**src/rtl/scene_display_controller.sv**
```systemverilog
// Scene selector for the SPI LCD: muxes one of N_SCENES pixel sources onto the
// LCD data bus and commits scene changes at a frame boundary, with an idle fallback.
module scene_display_controller #(
    parameter int N_SCENES      = 8,
    parameter int DATA_W        = 16,
    parameter int X_W           = 8,
    parameter int Y_W           = 8,
    parameter int LCD_W         = 132,
    parameter int LCD_H         = 162,
    parameter int DEFAULT_SCENE = 0,
    parameter int TIMEOUT_CYC   = 1000000000,
    parameter int SYNC_SWITCH   = 1,
    localparam int SEL_W        = (N_SCENES > 1) ? $clog2(N_SCENES) : 1
) (
    input  logic                         clk,
    input  logic                         rst,
    input  logic [X_W-1:0]               addr_x,
    input  logic [Y_W-1:0]               addr_y,
    input  logic [N_SCENES*DATA_W-1:0]   pix_in,
    input  logic [N_SCENES-1:0]          req,
    input  logic                         activity,
    output logic [DATA_W-1:0]            pix_out,
    output logic [SEL_W-1:0]             active_scene,
    output logic [N_SCENES-1:0]          scene_en,
    output logic                         switch_pulse,
    output logic                         timeout_pulse
);

    localparam int ADDR_W = X_W + Y_W;
    localparam int TMR_W  = (TIMEOUT_CYC > 0) ? $clog2(TIMEOUT_CYC + 1) : 1;
    localparam logic [SEL_W-1:0] DEF_C      = SEL_W'(DEFAULT_SCENE);
    localparam logic [TMR_W-1:0] TMR_LAST_C = TMR_W'((TIMEOUT_CYC > 0) ? (TIMEOUT_CYC - 1) : 0);

    // The panel geometry must be addressable by the x/y buses handed over by spi_lcd.
    generate
        if ((LCD_W > (1 << X_W)) || (LCD_H > (1 << Y_W))) begin : g_geom_check
            $error("scene_display_controller: LCD geometry exceeds address width");
        end
    endgenerate

    typedef enum logic [1:0] {
        ST_STEADY = 2'd0,
        ST_WAIT   = 2'd1,
        ST_COMMIT = 2'd2
    } state_t;

    state_t                state_r;
    state_t                next_state_s;
    logic [SEL_W-1:0]      pending_r;
    logic                  pending_valid_r;
    logic [TMR_W-1:0]      timer_r;
    logic [ADDR_W-1:0]     prev_addr_r;
    logic [SEL_W-1:0]      active_scene_r;
    logic [N_SCENES-1:0]   scene_en_r;
    logic [DATA_W-1:0]     pix_out_r;
    logic                  switch_pulse_r;
    logic                  timeout_pulse_r;

    logic                  any_req_s;
    logic [SEL_W-1:0]      cand_s;
    logic [ADDR_W-1:0]     cur_addr_s;
    logic                  frame_start_s;
    logic                  timeout_s;
    logic                  timer_clr_s;
    logic                  switch_s;
    logic [SEL_W-1:0]      active_nxt_s;
    logic [DATA_W-1:0]     pix_sel_s;

    function automatic logic [N_SCENES-1:0] onehot_f(input logic [SEL_W-1:0] idx);
        logic [N_SCENES-1:0] v;
        for (int i = 0; i < N_SCENES; i++) begin
            v[i] = (SEL_W'(i) == idx);
        end
        return v;
    endfunction

    // Request arbitration (highest index wins), frame-boundary edge and idle timeout.
    always_comb begin
        any_req_s = |req;
        cand_s    = {SEL_W{1'b0}};
        for (int i = 0; i < N_SCENES; i++) begin
            cand_s = req[i] ? SEL_W'(i) : cand_s;
        end
        cur_addr_s    = {addr_y, addr_x};
        frame_start_s = (cur_addr_s == {ADDR_W{1'b0}}) && (prev_addr_r != {ADDR_W{1'b0}});
        timer_clr_s   = activity || any_req_s || (state_r == ST_COMMIT) || (active_scene_r == DEF_C);
        timeout_s     = (TIMEOUT_CYC != 0) && (timer_r == TMR_LAST_C) && !any_req_s
                        && (active_scene_r != DEF_C);
    end

    // Pixel source mux driven by the committed scene.
    always_comb begin
        pix_sel_s = {DATA_W{1'b0}};
        for (int i = 0; i < N_SCENES; i++) begin
            pix_sel_s = (active_scene_r == SEL_W'(i)) ? pix_in[i*DATA_W +: DATA_W] : pix_sel_s;
        end
    end

    // FSM state register.
    always_ff @(posedge clk) begin
        if (rst) begin
            state_r <= ST_STEADY;
        end else begin
            state_r <= next_state_s;
        end
    end

    // FSM next-state logic.
    always_comb begin
        next_state_s = state_r;
        case (state_r)
            ST_STEADY: begin
                if (pending_valid_r) begin
                    next_state_s = (SYNC_SWITCH != 0) ? ST_WAIT : ST_COMMIT;
                end else begin
                    next_state_s = ST_STEADY;
                end
            end
            ST_WAIT: begin
                if (!pending_valid_r) begin
                    next_state_s = ST_STEADY;
                end else if (frame_start_s) begin
                    next_state_s = ST_COMMIT;
                end else begin
                    next_state_s = ST_WAIT;
                end
            end
            ST_COMMIT: next_state_s = ST_STEADY;
            default:   next_state_s = ST_STEADY;
        endcase
    end

    // FSM outputs: the commit is registered on entry to COMMIT so the pulse and new scene align.
    always_comb begin
        switch_s = (next_state_s == ST_COMMIT);
        if (switch_s) begin
            active_nxt_s = pending_r;
        end else begin
            active_nxt_s = active_scene_r;
        end
    end

    // Pending request, idle timer, committed scene and registered outputs.
    always_ff @(posedge clk) begin
        if (rst) begin
            pending_r       <= DEF_C;
            pending_valid_r <= 1'b0;
            timer_r         <= {TMR_W{1'b0}};
            prev_addr_r     <= {ADDR_W{1'b0}};
            active_scene_r  <= DEF_C;
            scene_en_r      <= onehot_f(DEF_C);
            pix_out_r       <= {DATA_W{1'b0}};
            switch_pulse_r  <= 1'b0;
            timeout_pulse_r <= 1'b0;
        end else begin
            prev_addr_r <= cur_addr_s;
            // Arbitrate against the scene that will be active after this edge.
            if (any_req_s) begin
                if (cand_s != active_nxt_s) begin
                    pending_r       <= cand_s;
                    pending_valid_r <= 1'b1;
                end else begin
                    pending_valid_r <= 1'b0;
                end
            end else if (timeout_s) begin
                pending_r       <= DEF_C;
                pending_valid_r <= 1'b1;
            end else if (switch_s) begin
                pending_valid_r <= 1'b0;
            end else begin
                pending_valid_r <= pending_valid_r;
            end
            if ((TIMEOUT_CYC == 0) || timer_clr_s) begin
                timer_r <= {TMR_W{1'b0}};
            end else if (timer_r != {TMR_W{1'b1}}) begin
                timer_r <= timer_r + TMR_W'(1);
            end else begin
                timer_r <= timer_r;
            end
            if (switch_s) begin
                active_scene_r <= pending_r;
                scene_en_r     <= onehot_f(pending_r);
            end else begin
                active_scene_r <= active_scene_r;
                scene_en_r     <= scene_en_r;
            end
            pix_out_r       <= pix_sel_s;
            switch_pulse_r  <= switch_s;
            timeout_pulse_r <= timeout_s;
        end
    end

    assign pix_out       = pix_out_r;
    assign active_scene  = active_scene_r;
    assign scene_en      = scene_en_r;
    assign switch_pulse  = switch_pulse_r;
    assign timeout_pulse = timeout_pulse_r;

endmodule

```
**config.mk**
```make
export PLATFORM = sky130hd
export DESIGN_NAME = scene_display_controller
export DESIGN_NICKNAME = d
export VERILOG_FILES = /design/src/rtl/scene_display_controller.sv
export SDC_FILE = /design/constraint.sdc
export NUM_CORES = 1
export LEC_CHECK = 0
export ABC_AREA = 1
export ABC_CLOCK_PERIOD_IN_PS = 2090
export CAP_MARGIN = 20
export CELL_PAD_IN_SITES_DETAIL_PLACEMENT = 1
export CELL_PAD_IN_SITES_GLOBAL_PLACEMENT = 2
export CORE_UTILIZATION = 22
export CTS_BUF_LIST = sky130_fd_sc_hd__clkbuf_8 sky130_fd_sc_hd__clkbuf_16
export DETAILED_ROUTE_END_ITERATION = 8
export GPL_TIMING_DRIVEN = 0
export HOLD_SLACK_MARGIN = 0.03
export PLACE_DENSITY = 0.88
export SYNTH_ARGS = -nofsm -noshare
export SYNTH_HDL_FRONTEND = slang
export SYNTH_SLANG_ARGS = --single-unit
```
**constraint.sdc**
```tcl
create_clock -name clk -period 2.09 [get_ports clk]
set_clock_uncertainty 0.15 [all_clocks]
set_input_delay 0.418 -clock clk [delete_from_list [all_inputs] [get_ports clk]]
set_output_delay 0.418 -clock clk [all_outputs]
set_load 0.02 [all_outputs]
```
==> flow_summary.rst <==
.. list-table::
   :header-rows: 1

   * - Metric
     - Value
   * - Count of unresolved DRC violations after routing
     - 0
   * - Pin count of the biggest net entering global routing
     - 19
   * - Number of max-slew violations in the final report
     - 0
   * - Via/cell ratio
     - about 4.5
   * - Run status
     - completed
   * - GP Congestion
     - approximately 0.8
   * - Post-synthesis cell type count
     - 40
   * - Cell at the root of the clock tree
     - clkbuf_16
   * - Fraction of layout instances using a drive strength above 1
     - 0.163
   * - Average instance area after synthesis
     - 6.57 um^2
   * - Portion of the post-synthesis area used by sequential elements
     - 0.366
   * - Switch share
     - 0.261
   * - Max-cap violations
     - 0
   * - Overflow after GRT
     - 0
   * - Die Area
     - ~21000 um^2
   * - Critical path required time
     - around 2.2 ns
   * - Top cells by area in the synthesized netlist
     - dfxtp_1 37%, nand2_1 9.5%, inv_1 7.9%, nand3_1 7.7%, a21oi_1 7.5%
   * - Number of top-level pins
     - roughly 180
   * - Top achievable clock speed
     - between 400 and 500 MHz
   * - P per Cell Area
     - a little over 500 nW/um^2
   * - Crit path DAT
     - 2.08 ns
   * - Total clock sinks
     - 81
   * - Max H-tree Level
     - 3
   * - CTS buffer count
     - 9
   * - DR WL/cell
     - roughly 15 um
   * - Reg2reg path depth
     - 12
   * - Count of antenna-violating nets left after detailed routing
     - 0
   * - Type of the setup path with the least slack
     - in -> reg
   * - Hold Path Cell Cnt
     - 3
   * - Diode count
     - 0
   * - Largest driver fanout on the critical path
     - 4
   * - Height of the die
     - 144 um
   * - Std-Cell Rows
     - about 50
   * - Number of global-route vias before repair
     - 5156
   * - DR vias
     - approximately 5.2k
   * - Area fraction of the dominant cell type after synthesis
     - 0.366
   * - GRT Util Overall
     - 0.171
   * - Register share of total power
     - 0.426
   * - Port buffer count
     - approximately 180
   * - Final setup fails
     - 0
   * - Nature of the critical path endpoint
     - flop
   * - Chip width
     - approximately 140 um
   * - Number of buffers inserted by hold repair at cts
     - 0
   * - Startpoint types
     - primary input
   * - First drt pass iteration count
     - 4
   * - TritonCTS clock tree
     - yes
   * - Library cell with the largest summed area after synthesis
     - dfxtp_1
   * - Summed instance area of the synthesized netlist
     - 4430 um^2
   * - Min cycle time layout
     - 2.01 ns
   * - #FFs+latches synth
     - 81
   * - Number of nets in the layout
     - approximately 1.0k
   * - Net count after synthesis
     - just over 800
   * - Count of flip-flops with a built-in enable after synthesis
     - 0
   * - Number of placed instances, taps included
     - approximately 1.1k
   * - Worst reg-to-reg setup slack
     - about 0.090 ns
   * - Slew margin rel.
     - 0.622
   * - Maximum buffer depth of the clock tree
     - 2
   * - Filler instances
     - about 2.5k
   * - Combinational cell fraction of total power
     - 0.141
   * - Wire length reported by the detailed router
     - ~18000 um
   * - Half-perimeter wire length after detailed placement
     - roughly 14000 um
   * - Commonest cells in the netlist
     - 112 x nand2_1, 93 x inv_1, 81 x dfxtp_1
   * - Final Non-Filler Cells
     - ~1.2k
   * - Actual slew at the worst max-slew pin
     - 0.568 ns
   * - Area delta synth->final
     - 66.1%
   * - Cell with the most instances after synthesis
     - nand2_1
   * - Final count of hold timing violations
     - 0
   * - Clock edge transition at the registers on the reported setup and hold paths
     - 0.07 ns
   * - Post-Route Utilization
     - 0.376
   * - Syn. warnings
     - 0
   * - Core region area
     - approximately 20000 um^2
   * - Instance count of the mapped netlist
     - roughly 670
   * - Worst skew pair latency
     - around 0.35 ns
   * - Share of synthesized registers carrying an async set or reset
     - 0
   * - Initial antenna violation count
     - 0
   * - First-pass GRT wire length
     - around 27000 um
   * - Initial core utilization
     - 0.226
   * - Worst ir drop on vdd
     - 0.272 mV
   * - Initial drt markers
     - 176
   * - Switching power of the nets
     - about 0.00097 W
   * - Post-route clock period utilization
     - 0.961
   * - Top FF cell, synth
     - dfxtp_1
   * - Clock network power share
     - 0.433
   * - Internal power contribution
     - around 0.0028 W
   * - Class of the most critical hold timing path
     - in -> reg
   * - Leak
     - 2.93 nW
## flip-flops by register name (all words and copies together), names as in the netlist
signal and cells:
prev_addr_r 16, pending_r 3, active_scene 3, timer_r 30, pix_out 16, scene_en 8
pending_valid_r 1, switch_pulse 1, state_r 2, timeout_pulse 1
## power groups by stage
| stage | registers [W] | logic, W | clock network [W] |
|---|---|---|---|
| 2_1_floorplan | 0.00165 | 0.000121 | 0 |
| 3_3_place_gp | 0.00163 | 0.000511 | 0 |
| 3_5_place_dp | 0.00163 | 0.000516 | 0 |
| 4_1_cts | 0.00159 | 0.000523 | 0.00165 |
| 5_1_grt | 0.00159 | 0.000573 | 0.00172 |
| 6_report | 0.00159 | 0.000527 | 0.00162 |
## through the flow
stage	setup slack (ns)	setup TNS [ns]	hold WS, ns	power (W)	area [um^2]
detailed placement	-0.823	-30.12	0.309	0.00214	6580
global placement	-0.784	-29.10	0.299	0.00214	6580
floorplan	0.185	0	0.287	0.00177	4430
CTS	-0.0234	-0.0335	0.263	0.00377	7160
global route	-0.0262	-0.0308	0.208	0.00388	7360
finish	0.0810	0	0.193	0.00373	7360
## critical path: stages
cell and delay, ns:
dlygate4sd2_1 0.24, or2_4 0.26, nor4_4 0.37, buf_4 0.21
nand3_4 0.07, nor2_4 0.15, nor2_2 0.06, nand2_2 0.11
nand2_4 0.07, nand2_1 0.06, a21oi_1 0.06
## final timing paths
check,start,to
setup reg to reg,active_scene[2],pix_out[15]
hold / removal,addr_y[6],prev_addr_r[14]
hold reg to reg,scene_en[7],scene_en[7]
setup / recovery,req[3],pending_r[2]
## layout make-up
class / instances / area [um^2] / share of cell area
repair buffers: 207 / 1990 / 0.271
multi-input cells: 465 / 2550 / 0.347
inverters: 103 / 394 / 0.0536
plain buffers: 25 / 134 / 0.0182
clock inverters: 7 / 86.3 / 0.0117
clock buffers: 9 / 225 / 0.0306
flip-flops and latches: 81 / 1640 / 0.223
well taps: 265 / 332 / 0.0451
## routing by layer
layer | part of all wire | wire length (um) | up-vias | track usage
li1 | - | - | 2679 | -
met1 | 0.45 | 7910 | 2432 | 0.216
met2 | 0.50 | 8860 | 85 | 0.291
met3 | 0.035 | 622 | 19 | 0.0293
met4 | 0.016 | 285 | 0 | 0.0577
met5 | 0 | 0 | - | 0
## layout by cell type, fill, tap and decap left out, types with 3 or more instances in the layout
cell	netlist	layout
a21oi_1	66	66
buf_2	8	5
buf_4	0	28
clkbuf_1	16	11
clkbuf_16	0	9
clkbuf_2	1	3
clkdlybuf4s50_1	0	159
clkinv_8	0	3
dfxtp_1	81	71
dfxtp_2	0	7
dfxtp_4	0	3
dlygate4sd2_1	0	18
dlymetal6s2s_1	0	3
inv_1	93	85
inv_2	9	14
inv_4	0	3
nand2_1	112	102
nand2_2	8	17
nand3_1	68	63
nand3_2	1	3
nand3_4	1	4
nand4_1	27	27
nor2_1	76	60
nor2_2	4	11
nor2_4	3	12
nor3_1	9	9
nor3_4	0	4
nor4_1	5	4
o211ai_1	13	13
o21ai_0	33	30
o21ai_1	15	16
## cell families (layout without fill, tap and decap cells)
| family | Yosys count | after routing | synth area share |
|---|---|---|---|
| fa+ha+maj | 1 | 1 | 0.00282 |
| buf+inv | 128 | 351 | 0.111 |
| compound gates | 136 | 136 | 0.166 |
| simple gates | 328 | 328 | 0.354 |
| flops | 81 | 81 | 0.366 |
## what timing repair did
action	4_1_cts	5_1_grt
pin swaps	27	23
gates resized for setup	70	54
endpoints found under the setup margin	51	53
setup buffers	18	7
Power figures use the tool's default switching activity.
